[config.mk]
export PLATFORM = sky130hd
export DESIGN_NAME = mem_arbiter
export DESIGN_NICKNAME = d
export VERILOG_FILES = /design/src/rtl/mem_arbiter_pkg.sv /design/src/rtl/arb_rr_pick.sv /design/src/rtl/mem_arbiter.sv
export SDC_FILE = /design/constraint.sdc
export NUM_CORES = 1
export LEC_CHECK = 0
export CAP_MARGIN = 20
export CORE_AREA = 2 2 283 285
export DETAILED_ROUTE_END_ITERATION = 8
export DIE_AREA = 0 0 285 287
export SYNTH_ARGS = -nofsm -noshare
export SYNTH_HDL_FRONTEND = slang
export SYNTH_SLANG_ARGS = --single-unit
[constraint.sdc]
create_clock -name CLK -period 2.1 [get_ports CLK]
set_input_delay 0.315 -clock CLK [delete_from_list [all_inputs] [get_ports CLK]]
set_output_delay 0.315 -clock CLK [all_outputs]
set_load 0.03 [all_outputs]
[src/rtl/mem_arbiter_pkg.sv]
// Shared types for the I/D main-memory arbiter:
// FSM state encoding, requester IDs and default widths.
package mem_arbiter_pkg;

    localparam int ADDR_W_DEF = 28;
    localparam int DATA_W_DEF = 128;

    typedef enum logic [1:0] {
        ST_IDLE    = 2'd0,
        ST_GRANT_I = 2'd1,
        ST_GRANT_D = 2'd2,
        ST_RELEASE = 2'd3
    } arb_state_e;

    typedef enum logic {
        REQ_I = 1'b0,
        REQ_D = 1'b1
    } req_id_e;

endpackage

[src/rtl/arb_rr_pick.sv]
// Combinational winner select between the I-cache and D-cache
// requests; round-robin on a tie, or fixed D priority.
module arb_rr_pick
    import mem_arbiter_pkg::*;
#(
    parameter int RR_EN = 1
) (
    input  logic i_req,
    input  logic d_req,
    input  logic last,
    output logic valid,
    output logic pick_d
);

    // On a tie, grant whoever was not served last (or D when fixed)
    always_comb begin
        valid  = i_req | d_req;
        pick_d = d_req;
        if (i_req && d_req) begin
            if (RR_EN != 0) begin
                pick_d = (last == REQ_I);
            end else begin
                pick_d = 1'b1;
            end
        end
    end

endmodule

[src/rtl/mem_arbiter.sv]
// Shares one main-memory block port between I-cache refill and
// D-cache refill/write-back, one transfer at a time.
module mem_arbiter
    import mem_arbiter_pkg::*;
#(
    parameter int ADDR_W = ADDR_W_DEF,
    parameter int DATA_W = DATA_W_DEF,
    parameter int RR_EN  = 1
) (
    input  logic              CLK,
    input  logic              RESET,
    input  logic              I_READ,
    input  logic [ADDR_W-1:0] I_ADDRESS,
    output logic [DATA_W-1:0] I_READDATA,
    output logic              I_BUSYWAIT,
    input  logic              D_READ,
    input  logic              D_WRITE,
    input  logic [ADDR_W-1:0] D_ADDRESS,
    input  logic [DATA_W-1:0] D_WRITEDATA,
    output logic [DATA_W-1:0] D_READDATA,
    output logic              D_BUSYWAIT,
    output logic              MEM_READ,
    output logic              MEM_WRITE,
    output logic [ADDR_W-1:0] MEM_ADDRESS,
    output logic [DATA_W-1:0] MEM_WRITEDATA,
    input  logic [DATA_W-1:0] MEM_READDATA,
    input  logic              MEM_BUSYWAIT
);

    arb_state_e        state_q, state_d;
    logic              last_q, last_d;
    logic [ADDR_W-1:0] addr_q, addr_d;
    logic [DATA_W-1:0] wdata_q, wdata_d;
    logic              wr_q, wr_d;
    logic              first_q, first_d;
    logic [DATA_W-1:0] i_rdata_q, i_rdata_d;
    logic [DATA_W-1:0] d_rdata_q, d_rdata_d;
    logic              i_req, d_req;
    logic              pick_valid, pick_d;
    logic              done;
    logic              in_release;

    assign i_req = I_READ;
    assign d_req = D_READ | D_WRITE;

    arb_rr_pick #(
        .RR_EN (RR_EN)
    ) u_pick (
        .i_req  (i_req),
        .d_req  (d_req),
        .last   (last_q),
        .valid  (pick_valid),
        .pick_d (pick_d)
    );

    // Memory still reports idle on the first grant cycle, so
    // completion only counts from the second cycle on.
    assign done = !first_q && !MEM_BUSYWAIT;

    // Next-state, operand latching and readdata capture
    always_comb begin
        state_d   = state_q;
        last_d    = last_q;
        addr_d    = addr_q;
        wdata_d   = wdata_q;
        wr_d      = wr_q;
        first_d   = 1'b0;
        i_rdata_d = i_rdata_q;
        d_rdata_d = d_rdata_q;
        unique case (state_q)
            ST_IDLE: begin
                if (pick_valid) begin
                    first_d = 1'b1;
                    if (pick_d) begin
                        state_d = ST_GRANT_D;
                        addr_d  = D_ADDRESS;
                        wdata_d = D_WRITEDATA;
                        wr_d    = D_WRITE;
                    end else begin
                        state_d = ST_GRANT_I;
                        addr_d  = I_ADDRESS;
                        wr_d    = 1'b0;
                    end
                end
            end
            ST_GRANT_I: begin
                if (done) begin
                    if (i_req) begin
                        i_rdata_d = MEM_READDATA;
                    end
                    last_d  = REQ_I;
                    state_d = ST_RELEASE;
                end
            end
            ST_GRANT_D: begin
                if (done) begin
                    if (d_req && !wr_q) begin
                        d_rdata_d = MEM_READDATA;
                    end
                    last_d  = REQ_D;
                    state_d = ST_RELEASE;
                end
            end
            ST_RELEASE: begin
                state_d = ST_IDLE;
            end
            default: begin
                state_d = ST_IDLE;
            end
        endcase
    end

    // State and datapath registers with synchronous reset
    always_ff @(posedge CLK) begin
        if (!RESET) begin
            state_q   <= ST_IDLE;
            last_q    <= REQ_I;
            addr_q    <= '0;
            wdata_q   <= '0;
            wr_q      <= 1'b0;
            first_q   <= 1'b0;
            i_rdata_q <= '0;
            d_rdata_q <= '0;
        end else begin
            state_q   <= state_d;
            last_q    <= last_d;
            addr_q    <= addr_d;
            wdata_q   <= wdata_d;
            wr_q      <= wr_d;
            first_q   <= first_d;
            i_rdata_q <= i_rdata_d;
            d_rdata_q <= d_rdata_d;
        end
    end

    assign in_release = (state_q == ST_RELEASE);

    assign MEM_READ = (state_q == ST_GRANT_I)
                   || (state_q == ST_GRANT_D && !wr_q);
    assign MEM_WRITE = (state_q == ST_GRANT_D) && wr_q;
    assign MEM_ADDRESS   = addr_q;
    assign MEM_WRITEDATA = wdata_q;

    assign I_READDATA = i_rdata_q;
    assign D_READDATA = d_rdata_q;

    // Only the requester just served sees busywait drop
    assign I_BUSYWAIT = i_req
                     && !(in_release && last_q == REQ_I);
    assign D_BUSYWAIT = d_req
                     && !(in_release && last_q == REQ_D);

endmodule

==> impl_metrics.tcl <==
set metrics [dict create \
    seq_area_um2 8350 \
    antenna_left 0 \
    grt_max_degree 70 \
    die_area_um2 81800 \
    path_buf_inv 1 \
    synth_common_cells "417 x dfxtp_1, 387 x a21oi_1, 313 x nand2_1" \
    setup.worst_path.end_class "output pin" \
    overflow 0 \
    place_congestion 0.853 \
    drt_wl_total_um 71300 \
    setup_viol 0 \
    ys.flop_type "dfxtp_1" \
    wl_per_cell_um 19.3 \
    synth_compound_area_share_pct 23.5 \
    nFillCells 8244 \
    r2r_end "D_READDATA[61]" \
    layout_min_cycle_time_ps 2050 \
    crit_chain "clkdlybuf4s50_1" \
    status "complete, no violations" \
    synth_area_um2 15500 \
    postSynth.asyncResetShare_pct 0 \
    crit_type "flip-flop to output pin" \
    cts_buffer_depth 3 \
    worstPathArrival_ps 1740 \
    synthSimpleGateAreaFrac_pct 16.5 \
    tns_ps 0 \
    max-cap-violations 0 \
    crit_family "buffers and inverters" \
    area.growth.synth_to_final_pct 69.0 \
    cpMaxStageDelayCell "clkdlybuf4s50_1" \
    drc 0 \
    fin_crit_sh_pct 97.7 \
    clockRootBuffer "clkbuf_16" \
    worst_slew_pin_slew_ps 520 \
    ir_worst_vdd_mv 0.821 \
    multi_input_area_um2 6360 \
    syn_area_per_cell_um2 8.09 \
    synthMuxAreaShare_pct 0 \
    synth-xor-area-share_pct 0 \
    synthAdderAreaFrac_pct 0.402 \
    final_nets 2916 \
    rsz0062_at_grt "false" \
    syn-num-nets 2245 \
    startpoint "MEM_WRITEDATA[65]" \
    place.port_buffers 733 \
    core_um2 78600 \
    num_io_pins 734 \
    cpPeakStageDelay_ps 820 \
    grt_pass1_wl_um 105000 \
    grt_usage_pct 16.5 \
    stdcell_count 3690 \
    dp.cells 3593 \
    report.final.hold_viol_count 0 \
    startpoint_type "flip-flop" \
    yosys.cell_count.top_type "dfxtp_1" \
    setup_slack_ps 48.8 \
    cts-buffers-inserted 48 \
    die_y_um 287 \
    rr_startpoint "state_q[0]" \
    die_w_um 285 \
    fp-row-count 103 \
    initial_core_util_pct 19.8 \
    ys_seq_area_share_pct 53.7 \
    power_uw 29400 \
    regToRegSetupSlack_ps 100 \
    h-tree-depth 2 \
    holdBufCountCts 0 \
    synth_top_cell_area_share_pct 53.7 \
    synthDistinctLibCells 35 \
    vias 16795 \
    post-dp-hpwl_um 51800 \
    maxSlewViolCount 0 \
    cp_max_fo 2 \
    first_pass_iters 5 \
    slew_headroom_pct 65.2 \
    clkSinkCount 417 \
    cts_tree "done" \
    post_route_cells_drive_above_1_share_pct 7.11 \
    synth_area_leader_cell "dfxtp_1" \
    clkSlewWorstSetupHoldPaths_ps 60 \
    cts_setup_buffers 0 \
    first_iter_violations 1108 \
    crit_path_end "MEM_WRITEDATA[65]" \
    insertion_delay_ps 590 \
    yosys-top-cells-area "dfxtp_1 54%, a21oi_1 12%, o21ai_0 8.8%" \
    hp-class "input pin to flip-flop" \
    fin_skew_ps 25.9 \
    antenna_found_initial 22 \
    worst-path-stages 1 \
    ys_seq_elements 417 \
    synth_top_family_by_area "compound AO/OA/AOI/OAI gates" \
    place_ws_ps -15.8 \
    syn_inst 1922 \
    yosys_warnings 0 \
    ff2ff_path_depth 6 \
    cp.required_ps 1780 \
    fmax_mhz 488 \
    p_per_area_nw_per_um2 1120 \
    synth_edf_count 0 \
    grt_pass1_vias 16036 \
    leakage_uw 0.00893 \
    via_per_inst 4.55 \
]
==> per-stage QoR <==
step | hold slack (ps) | utilization [%] | area [µm²]
floorplan | 451 | - | 15500
global placement | 441 | 31.3 | 24600
detailed placement | 446 | 31.3 | 24600
CTS | 235 | 33.4 | 26200
global route | 266 | 33.4 | 26300
finish | 275 | 33.4 | 26300
==> final cells by class <==
type	instances	share of cell area (%)
antenna	11	0.105
clock buffer	67	5.30
clock inverter	19	1.03
inverter	7	0.133
multi-input combinational	1299	24.2
sequential	417	31.8
tap	1050	5.00
timing repair buffer	820	32.4
==> per-layer routing <==
layer / part of all wire [%] / vias up / track usage (%) / wire [µm]
met5: 0.049 / - / 0 / 35
met4: 4.4 / 6 / 8.13 / 3130
met3: 9.8 / 134 / 5.73 / 6970
met2: 47 / 718 / 27.0 / 33800
met1: 38 / 7909 / 19.2 / 27400
li1: - / 8028 / - / -
==> cells in the final DEF, fill, tap and decap left out, types with 2 or more instances in the layout <==
master           instances
clkdlybuf4s50_1        724
dfxtp_1                417
a21oi_1                387
nand2_1                313
o21ai_0                274
nand3_1                257
clkbuf_16               48
buf_4                   45
buf_12                  44
a31oi_1                 28
clkbuf_8                12
diode_2                 11
o21ai_1                 10
clkinv_2                 8
clkbuf_1                 7
bufinv_16                6
inv_1                    5
dlygate4sd2_1            5
clkinvlp_4               3
a21o_1                   2
and2_1                   2
nor2_1                   2
nand2b_1                 2
o2111ai_1                2
o211a_1                  2
ha_1                     2
ha_2                     2
buf_2                    2
==> report_power, final <==
| part | switching, µW | leakage [µW] | internal, µW |
|---|---|---|---|
| Sequential | 575 | 0.00340 | 9030 |
| Combinational | 6780 | 0.00472 | 4140 |
| Clock | 3570 | 0.000814 | 5350 |
| Total | 10900 | 0.00893 | 18500 |
==> flip-flops by register name, indices dropped and copies added, names as in the netlist <==
name and flops:
D_READDATA 128, I_READDATA 128, MEM_ADDRESS 28, MEM_WRITEDATA 128
first_q 1, last_q 1, state_q 2, wr_q 1
==> worst min path at each step <==
| stage | end | start | slack (ps) | cells after the start |
|---|---|---|---|---|
| after detailed placement | I_READDATA[24] | I_READDATA[24] | 450 | 2 |
| final | MEM_WRITEDATA[105] | D_WRITEDATA[105] | 270 | 3 |
| after CTS | MEM_WRITEDATA[105] | D_WRITEDATA[105] | 240 | 3 |
| after global placement | I_READDATA[84] | I_READDATA[84] | 440 | 2 |
| after floorplan | I_READDATA[0] | MEM_READDATA[0] | 450 | 2 |
| after global routing | MEM_WRITEDATA[55] | D_WRITEDATA[55] | 270 | 3 |
==> logic make-up (layout without fill, tap and decap cells) <==
kind of cell / Yosys count / count (layout)
AND/OR/NAND/NOR: 582 / 582
other: 0 / 11
buffers and inverters: 206 / 913
AO/OA/AOI/OAI: 712 / 712
flip-flops: 417 / 417
adder cells (fa/ha/maj): 5 / 5
==> repair_timing <==
item	4_1_cts	5_1_grt
hold endpoints to repair	0	0
gates resized for setup	15	2
setup endpoints to repair	7	2
Note: power is estimated with default switching activity, not from simulation.
